$ cat src/rtl/cobro_bebida.sv
// Drink vending payment controller: accumulates coins, accepts orders,
// hands off to the dispenser with a timeout guard and pays change one
// unit per pulse.
module cobro_bebida #(
  parameter int CREDITO_MAX    = 15,
  parameter int TIMEOUT_CICLOS = 32
) (
  input  logic       clk,
  input  logic       rst,
  input  logic [1:0] moneda,
  input  logic [2:0] seleccion,
  input  logic       pedir,
  input  logic       cancelar,
  input  logic       ocupado,
  output logic       preparar,
  output logic [2:0] tipo_bebida,
  output logic [3:0] credito,
  output logic       vuelto_pulso,
  output logic       rechazo
);

  localparam int          CW   = (TIMEOUT_CICLOS > 1) ? $clog2(TIMEOUT_CICLOS) : 1;
  localparam logic [4:0]  CMAX = 5'(CREDITO_MAX);
  localparam logic [CW-1:0] CNT_FIN = CW'(TIMEOUT_CICLOS - 1);

  typedef enum logic [2:0] {ESPERA, LANZAR, INICIO, FIN, VUELTO} estado_t;

  estado_t       estado, estado_nxt;
  logic [3:0]    credito_nxt, precio_q, precio_nxt;
  logic [2:0]    tipo_nxt;
  logic          vuelto_nxt, rechazo_nxt;
  logic [CW-1:0] cnt, cnt_nxt;
  logic          pedir_q;

  logic       pedir_flanco, moneda_ok, sel_ok;
  logic [2:0] valor_moneda;
  logic [3:0] precio_sel;
  logic [4:0] suma;

  // Coin value and drink price decode
  always_comb begin
    valor_moneda = 3'd0;
    case (moneda)
      2'b01:   valor_moneda = 3'd1;
      2'b10:   valor_moneda = 3'd2;
      2'b11:   valor_moneda = 3'd5;
      default: valor_moneda = 3'd0;
    endcase
    sel_ok     = 1'b1;
    precio_sel = 4'd0;
    case (seleccion)
      3'b001:  precio_sel = 4'd3;
      3'b010:  precio_sel = 4'd4;
      3'b011:  precio_sel = 4'd5;
      3'b100:  precio_sel = 4'd2;
      default: sel_ok     = 1'b0;
    endcase
  end

  assign moneda_ok    = (moneda != 2'b00);
  assign suma         = {1'b0, credito} + {2'b00, valor_moneda};
  assign pedir_flanco = pedir & ~pedir_q;
  assign preparar     = (estado == LANZAR);

  // State register and all datapath registers
  always_ff @(posedge clk or negedge rst) begin
    if (!rst) begin
      estado       <= ESPERA;
      credito      <= 4'd0;
      tipo_bebida  <= 3'b000;
      precio_q     <= 4'd0;
      vuelto_pulso <= 1'b0;
      rechazo      <= 1'b0;
      cnt          <= '0;
      pedir_q      <= 1'b0;
    end else begin
      estado       <= estado_nxt;
      credito      <= credito_nxt;
      tipo_bebida  <= tipo_nxt;
      precio_q     <= precio_nxt;
      vuelto_pulso <= vuelto_nxt;
      rechazo      <= rechazo_nxt;
      cnt          <= cnt_nxt;
      pedir_q      <= pedir;
    end
  end

  // Next-state and datapath decisions; cancel beats order beats coin
  always_comb begin
    estado_nxt  = estado;
    credito_nxt = credito;
    tipo_nxt    = tipo_bebida;
    precio_nxt  = precio_q;
    vuelto_nxt  = 1'b0;
    rechazo_nxt = moneda_ok;   // coins are refused everywhere except a plain add in ESPERA
    cnt_nxt     = cnt;
    case (estado)
      ESPERA: begin
        if (cancelar && credito != 4'd0) begin
          estado_nxt = VUELTO;
        end else if (pedir_flanco) begin
          if (sel_ok && credito >= precio_sel) begin
            credito_nxt = credito - precio_sel;
            tipo_nxt    = seleccion;
            precio_nxt  = precio_sel;
            estado_nxt  = LANZAR;
          end else begin
            rechazo_nxt = 1'b1;
          end
        end else if (moneda_ok) begin
          if (suma > CMAX) rechazo_nxt = 1'b1;
          else begin
            rechazo_nxt = 1'b0;
            credito_nxt = suma[3:0];
          end
        end
      end
      LANZAR: begin
        estado_nxt = INICIO;
        cnt_nxt    = '0;
      end
      INICIO: begin
        if (ocupado) begin
          estado_nxt = FIN;
          cnt_nxt    = '0;
        end else if (cnt == CNT_FIN) begin
          // dispenser never answered: give the price back and refund it all
          credito_nxt = credito + precio_q;
          estado_nxt  = VUELTO;
          cnt_nxt     = '0;
        end else begin
          cnt_nxt = cnt + CW'(1);
        end
      end
      FIN: begin
        if (!ocupado) estado_nxt = (credito != 4'd0) ? VUELTO : ESPERA;
      end
      VUELTO: begin
        // a low phase raises the pulse and takes one unit; leave after the last high phase
        if (vuelto_pulso) begin
          if (credito == 4'd0) estado_nxt = ESPERA;
        end else if (credito != 4'd0) begin
          vuelto_nxt  = 1'b1;
          credito_nxt = credito - 4'd1;
        end else begin
          estado_nxt = ESPERA;
        end
      end
      default: estado_nxt = ESPERA;
    endcase
  end

endmodule
$ cat config.mk
export PLATFORM = sky130hd
export DESIGN_NAME = cobro_bebida
export DESIGN_NICKNAME = d
export VERILOG_FILES = /design/src/rtl/cobro_bebida.sv
export SDC_FILE = /design/constraint.sdc
export NUM_CORES = 1
export LEC_CHECK = 0
export ABC_CLOCK_PERIOD_IN_PS = 2300
export BUFFER_PORTS_ARGS = -buffer_cell sky130_fd_sc_hd__buf_2
export CAP_MARGIN = 0
export CORE_MARGIN = 1.5
export CORE_UTILIZATION = 52
export CTS_BUF_LIST = sky130_fd_sc_hd__clkbuf_4 sky130_fd_sc_hd__clkbuf_8 sky130_fd_sc_hd__clkbuf_16
export CTS_CLUSTER_SIZE = 20
export DETAILED_ROUTE_END_ITERATION = 7
export PLACE_DENSITY = 0.76
export RECOVER_POWER = 100
export SLEW_MARGIN = 30
export SYNTH_ARGS = -nofsm -noshare
export SYNTH_HDL_FRONTEND = slang
export SYNTH_SLANG_ARGS = --single-unit
$ cat constraint.sdc
create_clock -name clk -period 2.3 [get_ports clk]
set_input_delay 0.23 -clock clk [delete_from_list [all_inputs] [get_ports clk]]
set_output_delay 0.23 -clock clk [all_outputs]
set_load 0.02 [all_outputs]
* Word level (Yosys, flattened, before mapping) *
Cells that the tools add are included.

word-level totals
  flip-flop bits (word level) = 22
  bits in latches = 0
  bits in writable memories = 0
  memory bits (read-only) = 0
  word-level logic and storage cells = 92
  memories = 0

cells by class
  add/subtract/negate cells = 5
  $mul = 0
  div/mod/pow operators = 0
  $lt $le $gt $ge = 2
  eq/ne operators = 26
  shift operators = 0
  mux-type cells = 36
  bitwise gates (word level) = 3
  reductions and logical operators = 12

operators with widths
  kind                                                                              number
  4-bit 2-to-1 mux                                                                  9
  3-bit 2-to-1 mux                                                                  10
  3-bit != test (second input constant)                                             8
  3-bit case mux with 5 select lines                                                1
  3-bit by 2-bit equality test with 1-bit output (second input constant)            4
  2-bit != test (second input constant)                                             6
  3-bit case mux with 4 select lines                                                1
  4-bit case mux with 3 select lines                                                1
  1-bit 2-to-1 mux                                                                  10
  5-bit 2-to-1 mux                                                                  2
  5-bit case mux with 2 select lines                                                1
  3-bit case mux with 3 select lines                                                1
  9-bit AND reduction                                                               1
  3-bit by 1-bit equality test with 1-bit output (second input constant)            2
  3-bit equality test (second input constant)                                       2
  6-bit AND reduction                                                               1
  4-bit by 3-bit adder with 5-bit output                                            1
  5-bit by 1-bit adder with 5-bit output (second input constant)                    1
  5-bit equality test (second input constant)                                       1
  5-bit by 4-bit greater-than comparator with 1-bit output (second input constant)  1
  4-bit adder                                                                       1
  2-bit equality test (second input constant)                                       2
  4-bit greater-or-equal comparator                                                 1
  4-bit logical NOT                                                                 1
  12 further kinds                                                                  15

* Depth between registers and ports, before layout *
  depth after elaboration = 9
  mapped depth = 10

* Least setup slack after synthesis *
No wires, ideal clock.

  kind = register to register
  from = register credito[0]
  to = register credito[0]
  arrival time = 2.267 ns
  required time = 2.165 ns
  slack = -0.103 ns
  cell stages (with the launch flop) = 10
  path buffers = 0
  clock period less this slack = 2.403 ns
  path through = dfrtp_1 inv_1 ha_1 inv_1 fa_1 a21o_1 a211o_1 a311oi_1 nor3_1 mux2i_1

on the way
  cells in the longest elaborated chain, start to end = 6
  elaborated cells between the ends (all ways) = 24
  classes of those cells = add/sub: 4; order compare: 2; eq/ne: 4; mux: 10; reduce/logical: 4

RTL lines
  element                                                                                         line  text
  start: declaration                                                                              17    output logic [3:0] credito,
  start signal: assignment                                                                        78    credito <= credito_nxt;
  parallel branches: the longest is 6 deep, another holds 4-bit by 3-bit adder with 5-bit output  --

Several ways; the timed one is not identified. The select of a mux whose other input is x is not followed.
A chain may end at the register's enable or synchronous reset.

* Worst setup path in the final report *
  from = register credito[0]
  to = register credito[3]

The elaborated chain is that of the path after synthesis.

==> results.toml <==
[power]
p_sw_share_pct = 46.6
pwr-share-clk_pct = 7.2
comb_power_share_pct = 65.8
power_density_mw_per_mm2 = 1340
p_switching_w = 0.00116
p_int_w = 0.00133
vdd_drop_max_uv = 662
seq_power_share_pct = 27.0
leakage_nw = 0.841

[placed_design]
io_buffers = 19
dp_hpwl_um = 2800
gp_congestion = 0.878

[clock_tree]
path_clk_slew_ps = 120
htree_num_levels = 1
cts_tree = "yes"
cts_buffers = 3
clock_sinks = 21
cts_root_buffer = "clkbuf_4"
cts_buffer_depth = 2
clk_latency_ps = 310

[finish]
num_antenna_cells = 0
seq_area_um2 = 527
drive_gt1_share_pct = 26.9
final_nets = 227
multi_input_area_mm2 = 0.00104
fin_util_pct = 66.3
syn2layout_area_growth_pct = 18.8
num-fill-cells = 230

[sta]
rsz0062_at_grt = "true"
fin_crit_sh_pct = 103
fin_skew_ps = 6.81
period_minus_slack_ps = 2370
slew_viol_final = 0
fmax_ghz = 0.421
report.final.hold_viol_count = 0
timing.final.ws_setup_ps = -73.7
whs_ps = 60.0
slew_headroom_pct = 22.1
tightest_slew_ps = 1170
finalSetupViolations = 1

[route]
detail_route.wl_per_cell_um = 16.2
wl_um = 3750
vias_per_cell = 5.99
drtPass1Iterations = 6
drt-initial-drc-count = 49
antenna_left = 0
num_vias = 1389
remaining_drc_errors = 2

[worst_setup_path]
max_stage_delay_ps = 460
arrival_ps = 2550
critical_path_class = "reg2reg"
cp_max_fo = 4
crit_path_start_kind = "register"
endpoint_kind = "register"
worstPathCellList = "ha_1 > fa_1 > a21o_1 > a21oi_2 > a311oi_2 > buf_4 > o31ai_1 > o31ai_2"
slowest_stage = "dfrtp_2"
required_ps = 2480

[yosys]
post_synth_instance_area_mm2 = 0.00157
synth_cell_type_count = 45
syn_avg_cell_area_um2 = 9.32
yosysSeqAreaShare_pct = 33.6
synthArstFlopShare_pct = 100
syn_nets = 193
synth_edf_count = 0
ys.flop_type = "dfrtp_1"
synth.top_cell.area_share_pct = 33.6
ys_warn_count = 0
yosys.area.top_type = "dfrtp_1"
ys_seq_elements = 21
synthCells = 168
synthTopCellsByArea = "dfrtp_1 (34%), ha_1 (9.6%), mux2_2 (4.3%)"

[die]
coreArea_mm2 = 0.00281
io_pins = 20
row_count = 19
die_area_mm2 = 0.00335
fp.dieW_um = 57.9
die_y_um = 57.9
start_util_pct = 55.8

[global_route]
antenna_found_initial = 0
grt_pass1_vias = 1408
globalRouteOverflowTotal = 0
grt_max_degree = 22
track_usage_pct = 24.4
grt_pass1_wl_um = 6290

[run]
drv_cap = 0

[hold_path]
min_path_type = "in2reg"

[status]
status = "finished with violations"
violations = "design-rule violations, negative setup slack"
[layout by cell type (no fill, tap or decap), drive strengths merged, types with 4 or more instances in the layout]
| cell type | instances |
|---|---|
| buf | 26 |
| dfrtp | 21 |
| nor2 | 13 |
| a21oi | 13 |
| nand2 | 12 |
| ha | 12 |
| clkbuf | 10 |
| o21ai | 8 |
| nand2b | 7 |
| nor3 | 7 |
| inv | 7 |
| mux2 | 6 |
| nor2b | 5 |
| a21o | 5 |
| xnor2 | 4 |
| a22o | 4 |
| o31ai | 4 |
[cells by family (layout without fill, tap and decap cells)]
kind of cell / after synthesis / after routing / share of synthesized area [%]
simple gates: 58 / 58 / 19.4
compound gates: 47 / 47 / 20.5
flops: 21 / 21 / 33.6
fa+ha+maj: 15 / 15 / 13.4
buf+inv: 12 / 45 / 3.44
mux: 9 / 9 / 6.23
xor+xnor: 6 / 6 / 3.36
[repair_timing]
item,CTS,global route
hold endpoints to repair,21,0
hold buffers,1,0
pin swaps,0,4
gates cloned,0,0
resized for setup,3,7
endpoints found under the setup margin,7,9
buffers inserted,1,3
[flip-flops by register name, indices dropped and copies added, names as in the netlist]
signal and flops:
cnt 5, credito 4, estado 3, precio_q 3
tipo_bebida 3, pedir_q 1, rechazo 1, vuelto_pulso 1
[per-layer routing]
| metal | vias to the layer above | global-route usage, % | wire [µm] |
|---|---|---|---|
| met3 | 6 | 5.58 | 211 |
| met2 | 41 | 41.7 | 1860 |
| met5 | - | 0 | 0 |
| met1 | 669 | 32.0 | 1630 |
| li1 | 673 | - | - |
| met4 | 0 | 4.32 | 48 |
[critical path, delay by kind of cell (launching register included)]
family,cells,cell delay (ps)
AO/OA/AOI/OAI,5,970
adder cells (fa/ha/maj),2,620
flip-flops,1,460
buffers and inverters,1,180
[cell usage after synthesis, types with 3 or more instances]
master    instances
a21o_1            4
a21oi_1          12
a22o_1            4
clkbuf_1          3
dfrtp_1          21
fa_1              3
ha_1             12
inv_1             7
mux2_2            6
mux2i_1           3
nand2_1          12
nand2b_1          7
nor2_1           11
nor2b_1           5
nor3_1            7
o21ai_0           8
o31ai_1           4
or3_1             3
xnor2_1           4
[path summary, 6_finish.rpt]
kind,start,cells after the start,end,slack (ps)
setup / recovery,credito[0],8,credito[3],-70
hold / removal,pedir,1,pedir_q,60
setup reg to reg,credito[0],8,credito[3],-70
hold reg to reg,vuelto_pulso,1,vuelto_pulso,450
max in group asynchronous,rst,2,credito[0],880
min in group asynchronous,rst,2,vuelto_pulso,660
[layout make-up]
class | count | share of cell area, %
multi-input cells | 135 | 55.7
well taps | 31 | 2.09
inverters | 7 | 1.55
flip-flops and latches | 21 | 28.3
repair buffers | 34 | 10.8
clock inverters | 1 | 0.269
clock buffers | 3 | 1.21
[power groups by stage]
stage	Clock, W	Sequential [W]	Combinational [W]
final	0.000179	0.000672	0.00164
after global routing	0.000207	0.000695	0.00180
after CTS	0.000189	0.000662	0.00152
after detailed placement	0	0.000672	0.00149
after global placement	0	0.000659	0.00143
after floorplan	0	0.000734	0.00100
[per-stage QoR]
stage	power, W	cell area, µm²	setup TNS [ps]	cells	setup WS [ps]
4_1_cts	0.00237	1820	0	229	4.83
2_1_floorplan	0.00174	1580	0	168	45.0
3_5_place_dp	0.00216	1760	-210	223	-42.5
5_1_grt	0.00270	1860	-355	232	-143
6_report	0.00249	1860	-73.7	232	-73.7
3_3_place_gp	0.00209	1760	0	223	35.0
No activity file was read; power rests on OpenSTA's default activity.
